### src/rtl/entrada_numerica_teclado.sv
// Keypad entry accumulator: digits build a right-aligned BCD buffer,
// A commits, B deletes the last digit, C clears; D/E/F are ignored.
// Ports: clk, rst (async, active-high), tecla_value/tecla_valid in;
//   digitos, num_digitos, numero, numero_valid, erro out (all registered).
// Optional: define ENTRADA_TIMEOUT_EN to auto-clear an idle buffer
//   after TIMEOUT_CICLOS cycles (pulses erro).
module entrada_numerica_teclado #(
  parameter int N_DIGITOS      = 4,
  parameter int TIMEOUT_CICLOS = 50_000_000
) (
  input  logic                               clk,
  input  logic                               rst,
  input  logic [3:0]                         tecla_value,
  input  logic                               tecla_valid,
  output logic [4*N_DIGITOS-1:0]             digitos,
  output logic [$clog2(N_DIGITOS+1)-1:0]     num_digitos,
  output logic [4*N_DIGITOS-1:0]             numero,
  output logic                               numero_valid,
  output logic                               erro
);

  localparam int DW = 4 * N_DIGITOS;
  localparam int NW = $clog2(N_DIGITOS + 1);

  typedef enum logic [1:0] {
    ESPERA,
    CAPTURA,
    SOLTA
  } estado_t;

  estado_t       estado, estado_n;
  logic [3:0]    tecla_reg, tecla_n;
  logic [DW-1:0] dig_n, num_conv, numero_n;
  logic [NW-1:0] cnt_dig_n;
  logic          nv_n, erro_n;

`ifdef ENTRADA_TIMEOUT_EN
  localparam int CW = $clog2(TIMEOUT_CICLOS + 1);
  logic [CW-1:0] tempo, tempo_n;
`endif

  // Committed value: blank nibbles read as zero.
  always_comb begin
    num_conv = digitos;
    for (int i = 0; i < N_DIGITOS; i++) begin
      if (digitos[4*i +: 4] == 4'hF) num_conv[4*i +: 4] = 4'h0;
    end
  end

  always_comb begin
    estado_n  = estado;
    tecla_n   = tecla_reg;
    dig_n     = digitos;
    cnt_dig_n = num_digitos;
    numero_n  = numero;
    nv_n      = 1'b0;
    erro_n    = 1'b0;
`ifdef ENTRADA_TIMEOUT_EN
    tempo_n   = tempo;
`endif
    unique case (estado)
      ESPERA: begin
`ifdef ENTRADA_TIMEOUT_EN
        if (num_digitos != '0) begin
          if (tempo == CW'(TIMEOUT_CICLOS - 1)) begin
            dig_n     = '1;
            cnt_dig_n = '0;
            tempo_n   = '0;
            erro_n    = 1'b1;
          end else begin
            tempo_n = tempo + CW'(1);
          end
        end
`endif
        if (tecla_valid) begin
          tecla_n  = tecla_value;
          estado_n = CAPTURA;
        end
      end
      CAPTURA: begin
        estado_n = SOLTA;
        unique case (1'b1)
          (tecla_reg <= 4'd9): begin
            if (num_digitos == NW'(N_DIGITOS)) begin
              erro_n = 1'b1;
            end else begin
              dig_n     = (digitos << 4) | DW'(tecla_reg);
              cnt_dig_n = num_digitos + NW'(1);
            end
          end
          (tecla_reg == 4'hA): begin
            if (num_digitos == '0) begin
              erro_n = 1'b1;
            end else begin
              numero_n  = num_conv;
              nv_n      = 1'b1;
              dig_n     = '1;
              cnt_dig_n = '0;
            end
          end
          (tecla_reg == 4'hB): begin
            if (num_digitos != '0) begin
              // Refill the vacated MSB nibble with blank.
              dig_n     = (digitos >> 4) | (DW'(4'hF) << (DW - 4));
              cnt_dig_n = num_digitos - NW'(1);
            end
          end
          (tecla_reg == 4'hC): begin
            dig_n     = '1;
            cnt_dig_n = '0;
          end
          default: ;
        endcase
      end
      SOLTA: begin
        if (!tecla_valid) estado_n = ESPERA;
      end
      default: estado_n = ESPERA;
    endcase
`ifdef ENTRADA_TIMEOUT_EN
    if (estado_n == CAPTURA) tempo_n = '0;
`endif
  end

  always_ff @(posedge clk or posedge rst) begin
    if (rst) begin
      estado       <= ESPERA;
      tecla_reg    <= '0;
      digitos      <= '1;
      num_digitos  <= '0;
      numero       <= '0;
      numero_valid <= 1'b0;
      erro         <= 1'b0;
`ifdef ENTRADA_TIMEOUT_EN
      tempo        <= '0;
`endif
    end else begin
      estado       <= estado_n;
      tecla_reg    <= tecla_n;
      digitos      <= dig_n;
      num_digitos  <= cnt_dig_n;
      numero       <= numero_n;
      numero_valid <= nv_n;
      erro         <= erro_n;
`ifdef ENTRADA_TIMEOUT_EN
      tempo        <= tempo_n;
`endif
    end
  end

endmodule

### config.mk
export PLATFORM = sky130hd
export DESIGN_NAME = entrada_numerica_teclado
export DESIGN_NICKNAME = d
export VERILOG_FILES = /design/src/rtl/entrada_numerica_teclado.sv
export SDC_FILE = /design/constraint.sdc
export NUM_CORES = 1
export LEC_CHECK = 0
export BUFFER_PORTS_ARGS = -buffer_cell sky130_fd_sc_hd__buf_2
export CAP_MARGIN = 20
export CORE_ASPECT_RATIO = 0.75
export CORE_UTILIZATION = 49
export CTS_CLUSTER_DIAMETER = 30
export CTS_CLUSTER_SIZE = 10
export DETAILED_ROUTE_END_ITERATION = 12
export PLACE_DENSITY = 0.75
export SYNTH_ARGS = -nofsm -noshare
export SYNTH_HDL_FRONTEND = slang
export SYNTH_SLANG_ARGS = --single-unit
### constraint.sdc
create_clock -name clk -period 2.08 [get_ports clk]
set_clock_uncertainty 0.2 [all_clocks]
set_input_delay 0.312 -clock clk [delete_from_list [all_inputs] [get_ports clk]]
set_output_delay 0.312 -clock clk [all_outputs]
set_load 0.03 [all_outputs]
==> run metrics <==
instance count on the critical path 6; worst hold stages 3; kind of critical path flip-flop to flip-flop; Max Clk Rate 508 MHz; largest net degree at the start of global routing 44; CTS Buf Count 5; worst setup path startpoint tecla_reg[1]; Post-Syn Nets 228; clock sink total 43; commonest non-fill, non-tap cells in the layout buf_2 (43), nand2_1 (34), o21ai_0 (31), dfrtp_1 (26), dfstp_2 (16); Syn Inst Count 220; Netlist Area Pre-Place 2210 sq um; Setup TNS 0 ps; crit share post-route 0.946; CP arrival 1980 ps; Syn. warnings 0; H-tree depth 2; Worst Hold Class input pin to flip-flop; post-synthesis to final-layout area growth 21.1%; Final Hold Fails 0; worst setup path endpoint digitos[0]; Worst EP required 2090 ps; DRC 0; Worst Reg2Reg Path Length in Cells 6; vias in the first global route 1,686; Slowest cell on crit path dfrtp_2; CP delay by family, top flip-flops; fin crit period 1970 ps; Vias per Instance 5.63; GP Congestion 0.839; die area 4790 sq um; Reg clk slew, reported paths 70 ps; startpoint types flip-flop; EDFF count, synth 0; starting density of the core 0.529; RSZ-0062 raised after global routing false; clock latency on the worst-skew pair 290 ps; port bufs 43; Final setup viols 0; Max-Cap Viols 0; Slowest Stage Delay on Critical Path 470 ps; width of the chip 79.6 um; DR vias 1,840; ANT nets after route 0; CTS max path bufs 2; reg2reg end digitos[0]; drt pass-1 iters 4; outcome finished, final reports clean; setup slack, reg-to-reg 110 ps; max-slew violation count 0; core region area 4180 sq um; number of DRC markers in iteration 0 121; critical path peak fanout 18; share of layout cells above drive strength 1 0.357; worst slew pin tran 541 ps; Synth Register Bits 43; first-pass GRT wire length 8.38 mm; CP Buf/Inv Count 2; predominant post-synthesis flop cell dfrtp_1; Nets 279; number of library cell types mapped by synthesis 41; top-level I/O count 44; Die H 60.2 um; root buffer cell clkbuf_8; # diodes 0; routed len/inst 15.6 um; CP cell instances buf_4 -> o211ai_1 -> nand2_1 -> a21oi_4 -> buf_12 -> mux2_2; filler instances 350; CTS tree yes; num rows 20; Worst R2R Start tecla_reg[1]; antenna violations before repair 0; relative slew slack 0.639; DRT Wirelength 5.10 mm; commonest non-fill, non-tap cell in the layout buf_2; Crit. End Element flip-flop; grt total ovfl 0; FFs w/ async S/R, synth 1.00; hold slack final 39.8 ps; DP HPWL 3.64 mm; sequential area share after synthesis 0.495; Mean Syn Cell Area 10.1 sq um; All-Layer GR Usage 0.235
-- Yosys cell counts (3+ instances only) --
library cell   n  area, sq um
o32a_1         8         80.1
dfrtp_1       27          676
clkbuf_1       5         18.8
inv_1         14         52.6
a21oi_1        6         30.0
nand2_1       34          128
mux2i_1       10          100
o21ai_0       31          155
nand3_1        8         40.0
o31ai_1        8         60.1
nand3b_1       3         22.5
buf_2          5         25.0
mux2_2        11          124
dfstp_2       16          420
nor2b_1        5         31.3
-- layout make-up --
| cell class | instances | area (sq um) | share of cell area |
|---|---|---|---|
| inverter | 14 | 52.6 | 0.0196 |
| clock inverter | 1 | 30.0 | 0.0112 |
| clock buffer | 7 | 76.3 | 0.0285 |
| sequential | 43 | 1100 | 0.410 |
| tap | 55 | 68.8 | 0.0257 |
| multi-input combinational | 151 | 1010 | 0.378 |
| timing repair buffer | 56 | 340 | 0.127 |
-- worst min-delay path: stages --
cell and delay, ps:
buf_2 80, nand2_1 40, o21ai_0 60
-- metrics by stage --
stage          setup WS (ps)  instance area, sq um  std cells   util
5_1_grt                 14.6                  2680        327  0.641
4_1_cts                 57.8                  2670        327  0.639
2_1_floorplan           10.4                  2210        220      -
3_3_place_gp             118                  2550        318  0.611
3_5_place_dp            68.8                  2550        318  0.611
6_report                 113                  2680        327  0.641
-- worst min path at each step --
stage,slack [ps],from,to
final,40,tecla_value[0],tecla_reg[0]
after global routing,50,tecla_value[0],tecla_reg[0]
after CTS,30,tecla_value[0],tecla_reg[0]
after detailed placement,270,numero[3],numero[3]
after global placement,260,numero[4],numero[4]
after floorplan,230,tecla_value[0],tecla_reg[0]
-- cells by family after synthesis --
family,after synthesis,synth area share
flip-flops,43,0.495
AND/OR/NAND/NOR,64,0.143
AO/OA/AOI/OAI,64,0.197
multiplexers,21,0.101
adder cells (fa/ha/maj),1,0.00905
buffers and inverters,26,0.0503
XOR/XNOR,1,0.00396
-- repair_timing --
item	CTS	global route
resized for setup	0	3
hold buffers	1	0
setup endpoints to repair	0	9
hold endpoints to repair	27	0
buffers inserted	0	0
-- layer usage --
layer	track usage	wire, um	vias up
met5	0	0	-
met4	0.0727	23	0
met3	0.0534	282	2
met2	0.350	2220	66
met1	0.340	2570	885
li1	-	-	887
Power is left out: the tool's default activity adds up to more than one toggle a clock period on the data nets, which glitch-free logic cannot reach.
